## config.mk

```make
export PLATFORM = sky130hd
export DESIGN_NAME = rewind_replay_flat
export DESIGN_NICKNAME = d
export VERILOG_FILES = /design/src/rtl/rewind_replay_if.sv /design/src/rtl/rewind_replay.sv /design/src/flat_wrapper.sv
export SDC_FILE = /design/constraint.sdc
export NUM_CORES = 1
export LEC_CHECK = 0
export CAP_MARGIN = 10
export CORE_UTILIZATION = 38
export DETAILED_ROUTE_END_ITERATION = 10
export GPL_TIMING_DRIVEN = 0
export PLACE_DENSITY_LB_ADDON = 0.2
export SLEW_MARGIN = 20
export SYNTH_ARGS = -nofsm -noshare
export SYNTH_HDL_FRONTEND = slang
export SYNTH_SLANG_ARGS = --single-unit
```

## constraint.sdc

```tcl
create_clock -name clk -period 1.5 [get_ports clk]
set_input_delay 0.225 -clock clk [delete_from_list [all_inputs] [get_ports clk]]
set_output_delay 0.225 -clock clk [all_outputs]
set_load 0.03 [all_outputs]
```

## src/rtl/rewind_replay_if.sv

```systemverilog
// Dcache array update port used by the rewind replay engine.
// The engine drives the write request (master); the dcache array grants and acks it (slave).
interface rewind_replay_if;
    logic        cache_req;
    logic [31:0] cache_addr;
    logic [31:0] cache_wdata;
    logic [3:0]  cache_be;
    logic [2:0]  cache_op;
    logic        cache_gnt;
    logic        cache_ack;

    modport master (
        output cache_req,
        output cache_addr,
        output cache_wdata,
        output cache_be,
        output cache_op,
        input  cache_gnt,
        input  cache_ack
    );

    modport slave (
        input  cache_req,
        input  cache_addr,
        input  cache_wdata,
        input  cache_be,
        input  cache_op,
        output cache_gnt,
        output cache_ack
    );
endinterface

```

## src/rtl/rewind_replay.sv

```systemverilog
// Rewind replay engine: after an ROB resteer, drains the dcache rewind buffer one entry at a
// time, writes each saved pre-store word back into the dcache array via the UPD port, pops the
// entry, and holds the front-end until the buffer has been idle for DRAIN_IDLE cycles.
module rewind_replay #(
    parameter int OOO_TAG_SIZE = 10,
    parameter int ACK_TIMEOUT  = 16,
    parameter int DRAIN_IDLE   = 2,
    parameter int CNT_W        = 8
) (
    input  logic                    clk,
    input  logic                    rst,
    input  logic                    stall,
    input  logic                    rob_resteer,
    input  logic                    valid_rewind,
    input  logic [31:0]             addr_in,
    input  logic [31:0]             data_in,
    input  logic [2:0]              operation_in,
    input  logic [1:0]              size_in,
    input  logic [OOO_TAG_SIZE-1:0] ooo_tag_in,
    output logic                    dealloc,
    rewind_replay_if.master         cache,
    output logic                    pipe_hold,
    output logic                    rewind_done,
    output logic [CNT_W-1:0]        rewind_count,
    output logic [OOO_TAG_SIZE-1:0] last_tag,
    output logic                    err_misalign,
    output logic                    err_timeout
);

    localparam logic [2:0] OP_ST  = 3'd2;
    localparam logic [2:0] OP_UPD = 3'd6;

    localparam int IDLE_W = (DRAIN_IDLE < 2) ? 1 : $clog2(DRAIN_IDLE + 1);
    localparam int TMR_W  = (ACK_TIMEOUT < 2) ? 1 : $clog2(ACK_TIMEOUT);

    localparam logic [IDLE_W-1:0] IDLE_LAST = IDLE_W'(DRAIN_IDLE - 1);
    localparam logic [IDLE_W-1:0] IDLE_MAX  = IDLE_W'(DRAIN_IDLE);
    localparam logic [TMR_W-1:0]  TMR_LAST  = TMR_W'(ACK_TIMEOUT - 1);

    typedef enum logic [2:0] {
        S_IDLE,
        S_ARM,
        S_ISSUE,
        S_WAIT,
        S_POP,
        S_DONE
    } state_t;

    state_t state;
    state_t state_nxt;

    logic [IDLE_W-1:0] idle_cnt;
    logic [TMR_W-1:0]  timer;

    // Entry latched at issue decision; the array sees a stable request until it is granted
    logic [31:0] cur_addr;
    logic [31:0] cur_wdata;
    logic [3:0]  cur_be;
    logic        cur_write;

    // Combinational control
    logic       req;
    logic       pop;
    logic       take;
    logic       timeout;
    logic       done;
    logic       lane_legal;
    logic [3:0] lane_be;
    logic       is_st;
    logic       do_write;

    // Byte-enable decode for the head entry; bit 4 flags a legal size/alignment combination
    function automatic logic [4:0] lane_decode(input logic [1:0] size, input logic [1:0] a);
        logic [4:0] r;
        r = 5'b0;
        case (size)
            2'd0:    r = {1'b1, 4'b0001 << a};
            2'd1:    r = {~a[0], (a[1] ? 4'b1100 : 4'b0011)};
            2'd2:    r = {(a == 2'b00), 4'hF};
            default: r = 5'b0;
        endcase
        return r;
    endfunction

    // Restored-entry counter sticks at all ones instead of wrapping
    function automatic logic [CNT_W-1:0] sat_inc(input logic [CNT_W-1:0] v);
        return (&v) ? v : v + 1'b1;
    endfunction

    // Classify the current head entry: only legal stores are written back
    always_comb begin
        {lane_legal, lane_be} = lane_decode(size_in, addr_in[1:0]);
        is_st                 = (operation_in == OP_ST);
        do_write              = is_st && lane_legal;
    end

    // State register
    always_ff @(posedge clk or negedge rst) begin
        if (!rst) begin
            state <= S_IDLE;
        end else begin
            state <= state_nxt;
        end
    end

    // Next-state and per-state strobes
    always_comb begin
        state_nxt = state;
        req       = 1'b0;
        pop       = 1'b0;
        take      = 1'b0;
        timeout   = 1'b0;
        done      = 1'b0;
        case (state)
            S_IDLE: begin
                if (rob_resteer || valid_rewind) begin
                    state_nxt = S_ARM;
                end
            end
            S_ARM: begin
                if (valid_rewind && !stall) begin
                    take      = 1'b1;
                    state_nxt = do_write ? S_ISSUE : S_POP;
                end else if (!valid_rewind && !rob_resteer && (idle_cnt == IDLE_LAST)) begin
                    // This cycle is the last of DRAIN_IDLE consecutive idle cycles
                    state_nxt = S_DONE;
                end
            end
            S_ISSUE: begin
                req = !stall;
                if (req && cache.cache_gnt) begin
                    state_nxt = S_WAIT;
                end
            end
            S_WAIT: begin
                // Stall is deliberately ignored here so an ack is never dropped
                if (cache.cache_ack) begin
                    state_nxt = S_POP;
                end else if (timer == TMR_LAST) begin
                    timeout   = 1'b1;
                    state_nxt = S_ISSUE;
                end
            end
            S_POP: begin
                if (!stall) begin
                    pop       = 1'b1;
                    state_nxt = S_ARM;
                end
            end
            S_DONE: begin
                done      = 1'b1;
                state_nxt = S_IDLE;
            end
            default: state_nxt = S_IDLE;
        endcase
    end

    // Idle counter: measures consecutive empty-buffer cycles while armed; any resteer restarts it
    always_ff @(posedge clk or negedge rst) begin
        if (!rst) begin
            idle_cnt <= '0;
        end else if (state == S_IDLE) begin
            idle_cnt <= '0;
        end else if (rob_resteer) begin
            idle_cnt <= '0;
        end else if (state == S_ARM) begin
            if (valid_rewind) begin
                idle_cnt <= '0;
            end else if (idle_cnt != IDLE_MAX) begin
                idle_cnt <= idle_cnt + 1'b1;
            end
        end
    end

    // Ack timer: restarts on every (re)issue, counts WAIT cycles
    always_ff @(posedge clk or negedge rst) begin
        if (!rst) begin
            timer <= '0;
        end else if (state == S_ISSUE) begin
            timer <= '0;
        end else if (state == S_WAIT && timer != TMR_LAST) begin
            timer <= timer + 1'b1;
        end
    end

    // Capture the write image of the head entry when it is taken from ARM
    always_ff @(posedge clk or negedge rst) begin
        if (!rst) begin
            cur_addr  <= '0;
            cur_wdata <= '0;
            cur_be    <= '0;
            cur_write <= 1'b0;
        end else if (take) begin
            cur_addr  <= {addr_in[31:2], 2'b00};
            cur_wdata <= data_in;
            cur_be    <= do_write ? lane_be : 4'h0;
            cur_write <= do_write;
        end
    end

    // Drain bookkeeping: restored count, last popped tag, sticky error flags
    always_ff @(posedge clk or negedge rst) begin
        if (!rst) begin
            rewind_count <= '0;
            last_tag     <= '0;
            err_misalign <= 1'b0;
            err_timeout  <= 1'b0;
        end else begin
            if (state == S_IDLE && state_nxt == S_ARM) begin
                rewind_count <= '0;
            end else if (pop && cur_write) begin
                rewind_count <= sat_inc(rewind_count);
            end
            if (pop) begin
                last_tag <= ooo_tag_in;
            end
            if (take && is_st && !lane_legal) begin
                err_misalign <= 1'b1;
            end
            if (timeout) begin
                err_timeout <= 1'b1;
            end
        end
    end

    assign dealloc           = pop;
    assign rewind_done       = done;
    assign pipe_hold         = (state != S_IDLE);
    assign cache.cache_req   = req;
    assign cache.cache_op    = req ? OP_UPD : 3'd0;
    assign cache.cache_addr  = cur_addr;
    assign cache.cache_wdata = cur_wdata;
    assign cache.cache_be    = cur_be;

endmodule
```

## src/flat_wrapper.sv

```systemverilog
// flat-port wrapper written by rule: the top's interface ports become plain ports
module rewind_replay_flat 
#(
    parameter int OOO_TAG_SIZE = 10,
    parameter int ACK_TIMEOUT  = 16,
    parameter int DRAIN_IDLE   = 2,
    parameter int CNT_W        = 8
)
  (clk, rst, stall, rob_resteer, valid_rewind, addr_in, data_in, operation_in, size_in, ooo_tag_in, dealloc, pipe_hold, rewind_done, rewind_count, last_tag, err_misalign, err_timeout, cache_cache_req, cache_cache_addr, cache_cache_wdata, cache_cache_be, cache_cache_op, cache_cache_gnt, cache_cache_ack);
  rewind_replay_if cache_i ();
  input  logic clk;
  input  logic rst;
  input  logic stall;
  input  logic rob_resteer;
  input  logic valid_rewind;
  input  logic [31:0] addr_in;
  input  logic [31:0] data_in;
  input  logic [2:0] operation_in;
  input  logic [1:0] size_in;
  input  logic [OOO_TAG_SIZE-1:0] ooo_tag_in;
  output logic dealloc;
  output logic pipe_hold;
  output logic rewind_done;
  output logic [CNT_W-1:0] rewind_count;
  output logic [OOO_TAG_SIZE-1:0] last_tag;
  output logic err_misalign;
  output logic err_timeout;
  output wire logic [$bits(cache_i.cache_req)-1:0] cache_cache_req;
  output wire logic [$bits(cache_i.cache_addr)-1:0] cache_cache_addr;
  output wire logic [$bits(cache_i.cache_wdata)-1:0] cache_cache_wdata;
  output wire logic [$bits(cache_i.cache_be)-1:0] cache_cache_be;
  output wire logic [$bits(cache_i.cache_op)-1:0] cache_cache_op;
  input wire logic [$bits(cache_i.cache_gnt)-1:0] cache_cache_gnt;
  input wire logic [$bits(cache_i.cache_ack)-1:0] cache_cache_ack;
  assign cache_cache_req = cache_i.cache_req;
  assign cache_cache_addr = cache_i.cache_addr;
  assign cache_cache_wdata = cache_i.cache_wdata;
  assign cache_cache_be = cache_i.cache_be;
  assign cache_cache_op = cache_i.cache_op;
  assign cache_i.cache_gnt = cache_cache_gnt;
  assign cache_i.cache_ack = cache_cache_ack;
  rewind_replay #(.OOO_TAG_SIZE(OOO_TAG_SIZE), .ACK_TIMEOUT(ACK_TIMEOUT), .DRAIN_IDLE(DRAIN_IDLE), .CNT_W(CNT_W)) u_core (.clk(clk), .rst(rst), .stall(stall), .rob_resteer(rob_resteer), .valid_rewind(valid_rewind), .addr_in(addr_in), .data_in(data_in), .operation_in(operation_in), .size_in(size_in), .ooo_tag_in(ooo_tag_in), .dealloc(dealloc), .cache(cache_i), .pipe_hold(pipe_hold), .rewind_done(rewind_done), .rewind_count(rewind_count), .last_tag(last_tag), .err_misalign(err_misalign), .err_timeout(err_timeout));
endmodule
```

==> metrics.md <==
| Metric | Value |
|---|---|
| Number of buffer cells added on primary ports | 177 |
| FF+latch count, synth | 96 |
| First-pass GRT wire length | 16300 µm |
| Proportion of layout cells with a drive suffix above 1 | 0.343 |
| Post-Layout Cell Count | 663 |
| Share of power burned in the clock network | 0.136 |
| Data arrival, critical path | 2.09 ns |
| I/O pin count | 181 |
| Register-to-Register Setup Slack | -0.30 ns |
| Pin count of the biggest net entering global routing | 54 |
| Clock latency reported for the late side of the worst-skew pair | 0.36 ns |
| Avg Inst Size Synth | 13.5 µm² |
| Number of failing hold endpoints at the final stage | 0 |
| Area delta synth->final | 69.8% |
| Die area | 0.0110 mm² |
| Endpoints failing setup | 92 |
| Total grt overflow | 0 |
| Count of unresolved DRC violations after routing | 0 |
| Switching portion of total power | 0.407 |
| Initial Utilization | 0.391 |
| Total of warnings raised by yosys | 0 |
| Main synth FF type | dfrtp_1 |
| Proportion of synthesized flip-flops having asynchronous set or reset | 1.00 |
| Final Max Slew Viols | 0 |
| Outcome | finished, violations left |
| Minimum setup slack in the final design | -0.296 ns |
| CP Cell Sequence | buf_6 > nor4b_4 > buf_4 > o211ai_4 > or4_4 > a21oi_2 |
| Final-stage net count | 613 |
| Crit-path max FO | 7 |
| Number of unique standard cell types used by synthesis | 43 |
| Seq pwr share | 0.339 |
| Minimum clock period | 1.80 ns |
| Type of the tightest min-delay check | in -> async |
| Switching power | 5000 µW |
| Kind of end point of the critical path | register |
| Mapped Area | 0.00404 mm² |
| Worst clock skew on the final layout | 0.0173 ns |
| Required time reported for the critical path endpoint | 1.80 ns |
| Highest-count cells in the layout ignoring fill and taps | dfrtp_1, dlygate4sd2_1, clkdlybuf4s50_1, mux2_2, buf_6 |
| Share of synthesized area occupied by flip-flops and latches | 0.595 |
| Core ar. | 0.0103 mm² |
| Number of buffers and inverters on the critical path | 2 |
| Initial detailed-routing violation count | 93 |
| Combinational Power Share | 0.525 |
| WL per Instance | 15.9 µm |
| H-tree depth | 3 |
| Delay-heaviest family, CP | simple AND/OR/NAND/NOR gates |
| Via count | 3178 |
| Number of antenna repair diodes | 0 |
| Worst Hold Margin | 0.381 ns |
| Number of clock sinks seen by CTS | 96 |
| Power density normalized to cell area | 1790 mW/mm² |
| Maxcap violations | 0 |
| Final Routed Wirelength | 10500 µm |
| Synthesized netlist cell count | 300 |
| Period utilization | 1.20 |
| Total iterations of the first detailed-routing run | 4 |
| Die boundary width | 105 µm |
| Clock input transition at the sequential cells of the worst setup and hold paths | 0.10 ns |
| Inserted Clock Buffers | 9 |
| Total chip power | 12300 µW |
| Number of core rows | 37 |
| CP max stage delay | 0.42 ns |
| Global router's overall resource usage | 0.190 |
| Vias per inst | 4.79 |
| Number of global-route vias before repair | 3283 |
| Most frequent standard cell in the layout excluding fill and tap cells | dfrtp_1 |
| Unrepaired setup endpoints after global routing | true |
| Root buffer selected by CTS | clkbuf_8 |
| Chip Height | 105 µm |
| Number of flops mapped to enable cells by yosys | 0 |
| Buffer depth of the longest clock path | 2 |
| Initial antenna violation count | 0 |
| Peak ir drop on the vdd network | 0.939 mV |
| Final weighted congestion in routability-driven placement | 0.795 |
| Critical Path Slowest Stage Cell | or4_4 |
| Utilization of the core after routing | 0.664 |
| DPL Wire Length | 7110 µm |
| Violated checks | setup timing |
| Startpoint class of the critical path | register |
| Post-detailed-route count of antenna-violating nets | 0 |
| Leakage dissipation | 0.00315 µW |
| Upper clock frequency limit | 557 MHz |
| TritonCTS clock tree | yes |
| Kind of critical path | reg -> reg |
| Number of placed instances, taps included | 616 |
| Internal power summed over all cells | 7290 µW |
| Setup WS pre-CTS | -1.01 ns |
==> flip-flops by register name (all words and copies together) (netlist names) <==
name / flops
u_core.cur_write: 1
u_core.state: 3
u_core.idle_cnt: 2
u_core.cache.cache_wdata: 32
u_core.last_tag: 10
u_core.rewind_count: 8
u_core.timer: 4
u_core.err_timeout: 1
u_core.cache.cache_be: 4
u_core.err_misalign: 1
u_core.cache.cache_addr: 30
==> logic make-up after synthesis <==
kind of cell	synth area share
DFF	0.595
xor gates and xnor gates	0.00434
other	0.000929
muxes	0.206
and+or+nand+nor	0.0750
adders and majority gates	0.0124
buffers and inverters	0.0291
AOI/OAI and AO/OA	0.0772
==> power groups by stage <==
stage               Clock [µW]  Combinational [µW]  Sequential [µW]
floorplan                    0                1600             6270
global placement             0                6330             4200
detailed placement           0                6410             4240
CTS                       1740                6110             4150
global route              1830                6790             4320
finish                    1670                6450             4160
==> repair_timing <==
| action | CTS | global route |
|---|---|---|
| hold buffers | 1 | 0 |
| buffers inserted | 19 | 8 |
| hold endpoints to repair | 43 | 0 |
| gates resized for setup | 162 | 51 |
| gates cloned | 0 | 8 |
| pin swaps | 7 | 10 |
| endpoints found under the setup margin | 180 | 98 |
==> synthesized netlist by cell type, drive strengths merged, types with 2 or more instances <==
cell	number	area, µm²
clkbuf	3	11.3
nand2b	3	18.8
o21ai	11	55.1
inv	5	18.8
ha	4	50.1
nor2b	3	18.8
o22ai	2	12.5
nand2	15	56.3
o211ai	5	51.3
nand3	6	30.0
a22o	4	35.0
xor2	2	17.5
o31ai	5	37.5
nor3	2	10.0
or3	2	12.5
buf	15	87.6
mux2	73	822
a21oi	9	45.0
nor2	12	45.0
dfrtp	96	2400
nor3b	4	35.0
==> final timing paths <==
path	from	endpoint	cells after the start
setup / recovery	u_core.state[0]	u_core.rewind_count[6]	6
hold / removal	rst	u_core.cache.cache_wdata[23]	2
hold reg to reg	u_core.err_timeout	u_core.err_timeout	1
min in group clk	u_core.err_timeout	u_core.err_timeout	1
max in group asynchronous	rst	u_core.cache.cache_addr[21]	3
setup reg to reg	u_core.state[0]	u_core.rewind_count[6]	6
==> area by class of cell <==
| type | count | area, µm² |
|---|---|---|
| clock buffers | 10 | 128 |
| well taps | 136 | 170 |
| plain buffers | 15 | 195 |
| repair buffers | 213 | 2170 |
| flip-flops and latches | 96 | 2410 |
| inverters | 5 | 18.8 |
| fillers | 842 | 3470 |
| multi-input cells | 183 | 1710 |
| clock inverters | 5 | 58.8 |
==> routing by layer <==
layer,wire [µm],vias up,GRT usage
li1,-,1511,-
met1,4440,1554,0.237
met2,5400,103,0.324
met3,539,10,0.0443
met4,138,0,0.0614
met5,0,-,0
==> stage by stage <==
step	instance area (µm²)	setup TNS (ns)
6_report	6860	-17.92
5_1_grt	6860	-23.13
4_1_cts	6450	-14.93
3_5_place_dp	6090	-54.69
3_3_place_gp	6060	-381.69
2_1_floorplan	4120	-2.90
==> worst reg2reg max path, cell delays in order (launching register included) <==
cell      delay [ns]
dfrtp_1         0.39
buf_6           0.14
nor4b_4         0.37
buf_4           0.20
o211ai_4        0.09
or4_4           0.42
a21oi_2         0.12
No activity file was read; power rests on OpenSTA's default activity.
